## src/rtl/serial_sub_pkg.sv

```systemverilog
// Shared types and constants for the bit-serial subtractor.
// The optional overflow output is enabled with SERIAL_SUB_OVF_EN (see serial_sub.sv).
package serial_sub_pkg;

  typedef enum logic [1:0] {
    IDLE = 2'd0,
    BUSY = 2'd1,
    DONE = 2'd2
  } state_t;

  localparam int DEFAULT_WIDTH = 32;

endpackage

```

## src/rtl/full_sub.sv

```systemverilog
// Combinational 1-bit full subtractor: d = x - y - bin, bo = borrow out.
module full_sub (
  input  logic x,
  input  logic y,
  input  logic bin,
  output logic d,
  output logic bo
);

  assign d  = x ^ y ^ bin;
  assign bo = (~x & y) | (~(x ^ y) & bin);

endmodule

```

## src/rtl/serial_sub.sv

```systemverilog
// Bit-serial subtractor: one result bit per cycle, LSB first, valid/ready on both sides.
// Define SERIAL_SUB_OVF_EN to add the signed-overflow output 'ovf'.
module serial_sub
  import serial_sub_pkg::*;
#(
  parameter int WIDTH = DEFAULT_WIDTH
) (
  input  logic             clk,
  input  logic             rst_n,
  input  logic             in_valid,
  output logic             in_ready,
  input  logic [WIDTH-1:0] a,
  input  logic [WIDTH-1:0] b,
  output logic             out_valid,
  input  logic             out_ready,
  output logic [WIDTH-1:0] diff,
  output logic             bout
`ifdef SERIAL_SUB_OVF_EN
  ,
  output logic             ovf
`endif
);

  localparam int CW = (WIDTH > 1) ? $clog2(WIDTH) : 1;
  localparam logic [CW-1:0] LAST_BIT = CW'(WIDTH - 1);

  state_t           state;
  state_t           state_next;
  logic [WIDTH-1:0] a_sh;
  logic [WIDTH-1:0] b_sh;
  logic             borrow;
  logic [CW-1:0]    cnt;
  logic             bit_d;
  logic             bit_bo;
  logic             accept;
  logic             last_bit;

  full_sub u_full_sub (
    .x   (a_sh[0]),
    .y   (b_sh[0]),
    .bin (borrow),
    .d   (bit_d),
    .bo  (bit_bo)
  );

  assign in_ready  = (state == IDLE);
  assign out_valid = (state == DONE);
  assign accept    = in_valid && (state == IDLE);
  assign last_bit  = (cnt == LAST_BIT);
  assign bout      = borrow;

  always_ff @(posedge clk or negedge rst_n) begin
    if (!rst_n) begin
      state <= IDLE;
    end else begin
      state <= state_next;
    end
  end

  always_comb begin
    state_next = state;
    case (state)
      IDLE:    if (in_valid)  state_next = BUSY;
      BUSY:    if (last_bit)  state_next = DONE;
      DONE:    if (out_ready) state_next = IDLE;
      default: state_next = IDLE;
    endcase
  end

  // Operands shift right so bit 0 is always the current bit; results enter diff at the MSB.
  always_ff @(posedge clk or negedge rst_n) begin
    if (!rst_n) begin
      a_sh   <= '0;
      b_sh   <= '0;
      diff   <= '0;
      borrow <= 1'b0;
      cnt    <= '0;
    end else if (accept) begin
      a_sh   <= a;
      b_sh   <= b;
      borrow <= 1'b0;
      cnt    <= '0;
    end else if (state == BUSY) begin
      a_sh   <= a_sh >> 1;
      b_sh   <= b_sh >> 1;
      diff   <= {bit_d, diff[WIDTH-1:1]};
      borrow <= bit_bo;
      if (!last_bit) begin
        cnt <= cnt + CW'(1);
      end
    end
  end

`ifdef SERIAL_SUB_OVF_EN
  // On the last bit the shift registers hold the operand sign bits and bit_d is the result sign.
  always_ff @(posedge clk or negedge rst_n) begin
    if (!rst_n) begin
      ovf <= 1'b0;
    end else if ((state == BUSY) && last_bit) begin
      ovf <= (a_sh[0] ^ b_sh[0]) & (bit_d ^ a_sh[0]);
    end
  end
`endif

endmodule

```

## config.mk

```make
export PLATFORM = sky130hd
export DESIGN_NAME = serial_sub
export DESIGN_NICKNAME = d
export VERILOG_FILES = /design/src/rtl/serial_sub_pkg.sv /design/src/rtl/full_sub.sv /design/src/rtl/serial_sub.sv
export SDC_FILE = /design/constraint.sdc
export NUM_CORES = 1
export LEC_CHECK = 0
export CORE_MARGIN = 2
export CORE_UTILIZATION = 53
export CTS_CLUSTER_DIAMETER = 100
export DETAILED_ROUTE_END_ITERATION = 7
export PLACE_DENSITY_LB_ADDON = 0.12
export SYNTH_ARGS = -nofsm -noshare
export SYNTH_HDL_FRONTEND = slang
export SYNTH_HIERARCHICAL = 1
export SYNTH_SLANG_ARGS = --single-unit
```

## constraint.sdc

```tcl
create_clock -name clk -period 2.55 [get_ports clk]
set_input_delay 0.51 -clock clk [delete_from_list [all_inputs] [get_ports clk]]
set_output_delay 0.51 -clock clk [all_outputs]
set_load 0.05 [all_outputs]
```

; After elaboration in Yosys (flattened, before gate mapping)
; Cells that the tools add are included.
[totals]
register_bits = 104
in_bits = 68
output_inout_bits = 35
wordCells = 41
[classes]
addsub = 1
n_eq_ne = 7
mux = 13
bitwise = 8
reduce_logical = 6
[ops]
columns = cell, count
row1 = 32-bit 2-to-1 mux, 4
row2 = 5-bit 2-to-1 mux, 3
row3 = 2-bit 2-to-1 mux, 3
row4 = 2-bit inequality test (second input constant), 3
row5 = 2-bit one-hot mux with 3 select lines, 1
row6 = 5-bit by 1-bit adder with 5-bit output (second input constant), 1
row7 = 5-bit equality test (second input constant), 1
row8 = 2-bit AND reduction, 2
row9 = 1-bit NOT, 3
row10 = 3-bit AND reduction, 1
row11 = 1-bit AND, 2
row12 = 2-bit by 1-bit equality test with 1-bit output (second input constant), 1
row13 = 2-bit equality test (second input constant), 1
row14 = 2-bit logical NOT, 1
row15 = 1-bit 2-to-1 mux, 2
row16 = 2-bit by 1-bit inequality test with 1-bit output (second input constant), 1
row17 = 2-bit nonzero test, 1
row18 = 1-bit bitwise XOR, 2
row19 = 1-bit logical AND, 1
row20 = 1-bit OR, 1

; Logic depth before layout (Yosys ltp)
; Gate-level depths: netlist (run 1).
[logic_depth]
ltp_word = 6
mapped_depth = 7
depth_no_buf = 6

; Cells and area by module
; Netlist (run 1), hierarchy kept.
[modules_own_cells]
columns = mod, instances, cells_per_inst, area_each_um2, seq_area_each_um2
row1 = serial_sub, 1, 447, 4339.2, 2602.5
row2 = full_sub, 1, 4, 31.3, 0.0

; Worst setup path after synthesis (run 1)
; OpenSTA, ideal clock, no wires.
[synth_path]
kind = reg2out
start = reg state[1]
end = out out_valid
arrival_time_ns = 1.256
required_ns = 2.040
setup_slack_ns = 0.784
path_stages_with_launch = 2
n_path_buf = 0
path_cell_list = dfrtp_1 nor2b_1
[synth_between]
elab_chain_cells = 1
[synth_lines]
columns = item, line
row1 = from (decl), serial_sub.sv:27  ; state_t state;
row2 = from (signal assigned), serial_sub.sv:56  ; state <= state_next;
row3 = 2-bit equality test, serial_sub.sv:47  ; assign out_valid = (state == DONE);
row4 = to (decl), serial_sub.sv:14  ; output logic out_valid,
; Every way passes these cells.

; Final worst setup path (run 1)
[layout_path]
start = reg state[1]
end = out in_ready
[layout_between]
elab_chain_cells = 1
[layout_lines]
columns = item, line
row1 = 2-bit logical NOT, serial_sub.sv:46  ; assign in_ready = (state == IDLE);
row2 = to (decl), serial_sub.sv:11  ; output logic in_ready,
; Every way passes these cells.

==> qor.txt, run 1 <==
Lkg Pwr: 0.002777 uW
# hold bufs at CTS: 0
Maximum clock insertion buffer count: 2
Die ar.: 8989 um2
TritonCTS clock tree: yes
Gate power share: 0.436
Synth unique cells: 26
Via Count: 3396
Yosys Warn Count: 6
Setup TNS: 0 ns
Highest clock rate: 428.2 MHz
Total number of H-tree levels: 3
Ports: 103
Antenna violations before repair: 0
Post-synthesis simple-gate area fraction: 0.2153
Sw frac: 0.4209
Post-synthesis compound-gate area fraction: 0.1254
Mux cell area share after synthesis: 0.004867
Mapped Area: 4370 um2
CTS buffer count: 9
Area after DPL: 5428 um2
Antenna-violating nets left: 0
Row count: 33
WL per Instance: 13.98 um
Finish-stage setup viols: 0
Fin. max-slew vios: 0
Seq cells post-synth: 104
RSZ-0062 raised after global routing: no
Syn nets: 522
HPWL after DPL: 6.229 mm
GRT Total Usage: 0.2162
Post-Synth XOR/XNOR Area: 0.002004
Post-CTS Resized: 0
Clk slew on worst S/H paths: 0.09 ns
Clock share of power: 0.150
Sequential area share after synthesis: 0.5955
Switching pwr: 2870 uW
Number of port buffers: 102
Sink Count: 104
Die W: 94.81 um
Outcome: finished, final reports clean
Post-CTS setup buffer count: 0
Int Pwr: 3948 uW
Crit path max fanout: 8
Largest family of logic cells by synthesized area: simple AND/OR/NAND/NOR gates
Gate Count Post-Synth: 451
Syn_area_per_cell: 9.691 um2
Adder-Cell Fraction of Synth Area: 0.01031
Sequential Power Share: 0.414
# diodes: 0
Worst EP arrival: 1.83 ns
Crit Path Class: reg -> out
Worst slew pin tran: 0.5720 ns
DRT iter0 DRCs: 127
First-pass GRT wire length: 14.99 mm
Hold WC Path Type: in -> async
Die Ht: 94.81 um
Final Cycle Share: 0.9159
Max cap viols: 0
Clock Skews: 0.01064 ns
Final nets: 615
Pwr dens: 1211 nW/um2
Root Driver: clkbuf_8
Post-Route WL: 9.143 mm
Drt first pass iters: 5
Core area: 8093 um2
Final Hold Viols: 0
Placer Congestion: 0.7553
Tmin final: 2.336 ns
Worst EP required: 2.04 ns
Number of global-route vias before repair: 3208
Largest net degree at the start of global routing: 58
Crit. End Element: primary output
Peak VDD IR: 0.5172 mV
Final Cell Area: 5629 um2
Tot Pwr: 6818 uW
Area growth syn-to-layout: 28.80%
Vias/cell: 5.193
Overflow after GRT: 0
Layout cells sized above 1: 0.06375
Slew margin rel.: 0.6187
Initial Util: 0.5400
Type of origin of the critical path: flop
Remaining DRCs: 0
Worst-Skew Late Latency: 0.36 ns
R2R cell count: 6
[placed cells by master, fill, tap and decap left out, drive strengths merged, types with 2 or more instances in the layout]
cell type	count
a22oi	62
nand2b	2
clkdlybuf4s50	100
o21ai	3
dfrtp	104
inv	5
nor3b	2
nand2	226
a22o	3
nor2b	2
clkinvlp	2
ha	2
clkbuf	12
nor2	3
buf	10
[logic make-up (layout without fill, tap and decap cells)]
family	count (synthesis)	after routing
DFF	104	104
buffers and inverters	34	132
muxes	2	2
AOI/OAI and AO/OA	69	69
adders and majority gates	3	3
xor gates and xnor gates	1	1
and+or+nand+nor	238	238
[synthesized netlist by cell type]
library cell | count | area [um2]
a22o_1 | 3 | 26.28
a22oi_1 | 56 | 420.4
a22oi_2 | 6 | 75.07
and3_1 | 1 | 6.260
buf_2 | 22 | 110.1
buf_4 | 1 | 7.510
buf_6 | 6 | 67.56
dfrtp_1 | 104 | 2603
fa_1 | 1 | 20.02
ha_1 | 2 | 25.02
inv_1 | 5 | 18.77
mux2_2 | 1 | 11.26
mux2i_1 | 1 | 10.01
nand2_1 | 226 | 848.3
nand2b_1 | 2 | 12.51
nand4_1 | 1 | 6.260
nor2_1 | 3 | 11.26
nor2b_1 | 1 | 6.260
nor2b_2 | 1 | 8.760
nor3b_2 | 1 | 12.51
nor3b_4 | 1 | 18.77
nor4bb_1 | 1 | 10.01
o21ai_0 | 1 | 5.000
o21ai_1 | 2 | 10.01
o21bai_2 | 1 | 11.26
xnor2_1 | 1 | 8.760
[flip-flops by register name (all words and copies together) (netlist names)]
signal  cells
a_sh       32
state       2
b_sh       32
cnt         5
bout        1
diff       32
[power by group through the flow]
stage / clock, uW / sequential (uW) / combinational, uW
after floorplan: 0 / 3540 / 1380
after global placement: 0 / 2810 / 2900
after detailed placement: 0 / 2850 / 3000
after CTS: 1050 / 2820 / 3010
after global routing: 1120 / 2920 / 3250
final: 1020 / 2820 / 2970
[worst paths after layout]
check	from	slack [ns]	end
max in group asynchronous	rst_n	1.86	a_sh[14]
min	rst_n	0.07	diff[1]
min reg2reg	a_sh[16]	0.48	a_sh[16]
max	state[1]	0.21	in_ready
min in group clk	a_sh[16]	0.48	a_sh[16]
max reg2reg	cnt[0]	0.65	cnt[0]
[routing by layer]
| metal | wire length, um | vias to the layer above | global-route usage |
|---|---|---|---|
| met5 | 0 | - | 0 |
| met4 | 113 | 0 | 0.09179 |
| met3 | 382 | 8 | 0.03113 |
| met2 | 4625 | 76 | 0.3641 |
| met1 | 4020 | 1650 | 0.2810 |
| li1 | - | 1662 | - |
[through the flow]
step                      setup WS, ns  utilization  std cells  hold WS [ns]
after global routing            0.1188       0.6956        654       0.08824
after CTS                      0.02289       0.6953        654       0.06693
after global placement          0.4734       0.6707        638        0.4575
after detailed placement        0.4368       0.6707        638        0.4629
final                           0.2144       0.6956        654       0.07367
after floorplan                 0.7837            -        451        0.2144
[worst max-delay path: stages (launching register included)]
cell	delay, ns
dfrtp_1	0.50
nor2_1	0.14
clkdlybuf4s50_1	0.83
[cell type report]
class / count / area (um2)
flip-flops and latches: 104 / 2603
fillers: 631 / 2464
multi-input cells: 313 / 1577
repair buffers: 111 / 1101
clock buffers: 12 / 145.1
well taps: 105 / 131.4
clock inverters: 4 / 53.80
inverters: 5 / 18.77
No activity file was read; power rests on OpenSTA's default activity.
==> run 2, diff against run 1 <==
--- a/config.mk
+++ b/config.mk
@@ -5,6 +5,7 @@
 export SDC_FILE = /design/constraint.sdc
 export NUM_CORES = 1
 export LEC_CHECK = 0
+export ABC_CLOCK_PERIOD_IN_PS = 2550
 export CORE_MARGIN = 2
 export CORE_UTILIZATION = 53
 export CTS_CLUSTER_DIAMETER = 100
==> results of run 2 <==
No change in the layout: final DEF, timing and power equal those of run 1.
==> run 3, diff against run 2 <==
--- a/config.mk
+++ b/config.mk
@@ -6,9 +6,9 @@
 export NUM_CORES = 1
 export LEC_CHECK = 0
 export ABC_CLOCK_PERIOD_IN_PS = 2550
-export CORE_MARGIN = 2
+export CORE_MARGIN = 4
 export CORE_UTILIZATION = 53
-export CTS_CLUSTER_DIAMETER = 100
+export CTS_CLUSTER_DIAMETER = 120
 export DETAILED_ROUTE_END_ITERATION = 7
 export PLACE_DENSITY_LB_ADDON = 0.12
 export SYNTH_ARGS = -nofsm -noshare
==> run 3 against run 2 <==
  * Global-route usage decreased by 2.1 points
  * Largest cell class unchanged
  * Utilization increased by 1.3 points
  * Sequential share of layout area up 0.36 points
  * Critical path type unchanged
==> qor.txt, run 3 (synthesized netlist as in run 1, its figures left out) <==
# hold bufs at CTS: 0 (unchanged)
Type of origin of the critical path: flop (unchanged)
Worst EP required: 2.04 ns (about the same)
R2R Path Start: cnt[0] (unchanged)
Sink Count: 104 (unchanged)
Overflow after GRT: 0 (unchanged)
Crit Path Class: reg -> out (unchanged)
Via Count: 3421 (was 3396)
Worst-Skew Late Latency: 0.35 ns (was 0.36 ns)
Buf/Inv on CP: 1 (unchanged)
Number of global-route vias before repair: 3473 (was 3208)
Placer Congestion: 0.7798 (was 0.7553)
R2R cell count: 6 (unchanged)
Finish-stage setup viols: 0 (unchanged)
Worst slew pin tran: 0.6012 ns (was 0.5720 ns)
Largest net degree at the start of global routing: 73 (was 58)
First-pass GRT wire length: 15.54 mm (was 14.99 mm)
# diodes: 0 (unchanged)
Root Driver: clkbuf_8 (unchanged)
Peak VDD IR: 0.5571 mV (was 0.5172 mV)
Setup TNS: 0 ns (unchanged)
HPWL after DPL: 6.453 mm (was 6.229 mm)
Critical path's top delay family: buffers and inverters (unchanged)
Die ar.: 9763 um2 (was 8989 um2)
Row count: 32 (was 33)
Final Cycle Share: 0.9749 (was 0.9159)
Max layer used: met4 (unchanged)
Clk slew on worst S/H paths: 0.09 ns (about the same)
Number of port buffers: 102 (unchanged)
Ports: 103 (unchanged)
Fin worst setup slack: 0.06394 ns (was 0.2144 ns)
Die W: 98.81 um (was 94.81 um)
Total number of H-tree levels: 3 (unchanged)
Drt first pass iters: 4 (was 5)
GRT Total Usage: 0.1947 (was 0.2162)
Hold WC Path Type: in -> async (unchanged)
TritonCTS clock tree: yes (unchanged)
CP max-delay cell: clkdlybuf4s50_1 (unchanged)
Remaining DRCs: 0 (unchanged)
Clock Skews: 0.005338 ns (was 0.01064 ns)
Post-CTS Resized: 0 (unchanged)
Wire length on met2: 4.631 mm (was 4.625 mm)
Tmin final: 2.486 ns (was 2.336 ns)
Post-CTS setup buffer count: 0 (unchanged)
Place WS: 0.4187 ns (was 0.4368 ns)
Post-Route WL: 9.256 mm (was 9.143 mm)
Commonest non-fill, non-tap cell in the layout: nand2_1 (unchanged)
WL per Instance: 14.26 um (was 13.98 um)
Initial Util: 0.5541 (was 0.5400)
Met3 wire len: 429 um (was 382 um)
Leading cell types in the layout, fill and taps excluded: nand2_1, dfrtp_1, clkdlybuf4s50_1, a22oi_1 (was nand2_1, dfrtp_1, clkdlybuf4s50_1, a22oi_1, clkbuf_8)
Crit-path cells: nor2b_1 > clkdlybuf4s50_1 (was nor2_1 > clkdlybuf4s50_1)
Critical path depth: 2 (unchanged)
Vias/cell: 5.271 (was 5.193)
Outcome: finished, final reports clean (unchanged)
Die Ht: 98.81 um (was 94.81 um)
Highest clock rate: 402.2 MHz (was 428.2 MHz)
Worst R2R Setup Slack: 0.69 ns (was 0.65 ns)
Antenna-violating nets left: 0 (unchanged)
Worst EP arrival: 1.98 ns (was 1.83 ns)
DRT iter0 DRCs: 153 (was 127)
Area growth syn-to-layout: 27.80% (was 28.80%)
Core area: 7888 um2 (was 8093 um2)
Worst flop-to-flop path endpoint: cnt[0] (unchanged)
Fin. max-slew vios: 0 (unchanged)
Maximum clock insertion buffer count: 2 (unchanged)
Regs by FF count: a_sh: 32 flops, b_sh: 32 flops, diff: 32 flops (unchanged)
Lkg Pwr: 0.002751 uW (was 0.002777 uW)
Crit path max fanout: 8 (unchanged)
Crit. End Element: primary output (unchanged)
Max incr delay on CP: 0.85 ns (was 0.83 ns)
Max cap viols: 0 (unchanged)
RSZ-0062 raised after global routing: no (unchanged)
Pwr dens: 1188 nW/um2 (was 1211 nW/um2)
Layout cells sized above 1: 0.06033 (was 0.06375)
Final Hold Viols: 0 (unchanged)
Slew margin rel.: 0.5992 (was 0.6187)
CTS buffer count: 9 (unchanged)
Antenna violations before repair: 0 (unchanged)
M1 WL: 4.043 mm (was 4.020 mm)
Final nets: 616 (was 615)
==> run 3: cell types whose count changed in the layout (fill, tap and decap cells not counted), sizes merged <==
cell           before  now
bufinv              1    0
clkinv              1    2
dlymetal6s2s        1    0
clkbuf             12   11
clkinvlp            2    0
buf                10   11
clkdlybuf4s50     100  101
==> run 3: report_power, final <==
| group | switching (uW) | internal [uW] |
|---|---|---|
| clock network | 488 | 337 |
| logic | 1870 | 1120 |
| registers | 456 | 2370 |
==> run 3: worst reg2reg max path, stage by stage, from the launching register on <==
cell	delay (ns)
dfrtp_1	0.41
ha_1	0.22
and3_1	0.18
ha_1	0.22
nor3b_2	0.30
nor2_1	0.13
mux2_2	0.28
==> run 3: layout make-up <==
cell class / count / area [um2]
Sequential cell: 104 / 2603
Fill cell: 615 / 2302
Multi-Input combinational cell: 313 / 1577
Timing Repair Buffer: 112 / 1119
Clock buffer: 11 / 131.4
Tap cell: 102 / 127.6
Inverter: 5 / 18.77
Clock inverter: 2 / 10.01
==> run 3: worst max-delay path by stage <==
stage / from / to / slack [ns]
floorplan: state[1] / out_valid / 0.78
global placement: state[1] / out_valid / 0.47
detailed placement: state[1] / out_valid / 0.42
CTS: state[1] / out_valid / 0.05
global route: state[1] / out_valid / 0.01
finish: state[1] / out_valid / 0.06
==> run 3: metal layers <==
layer / vias up / track usage
li1: 1661 / -
met1: 1669 / 0.2379
met2: 77 / 0.3481
met3: 14 / 0.03255
met4: 0 / 0.06723
met5: - / 0
==> run 3: stage by stage <==
step	util	cell area (um2)	total power [uW]	instances	hold slack, ns
finish	0.7081	5585	6634	649	0.1559
global route	0.7081	5585	7092	649	0.1903
CTS	0.7081	5585	6720	649	0.1663
detailed placement	0.6902	5444	5887	636	0.4624
global placement	0.6902	5444	5749	636	0.4575
floorplan	-	4370	4920	451	0.2144
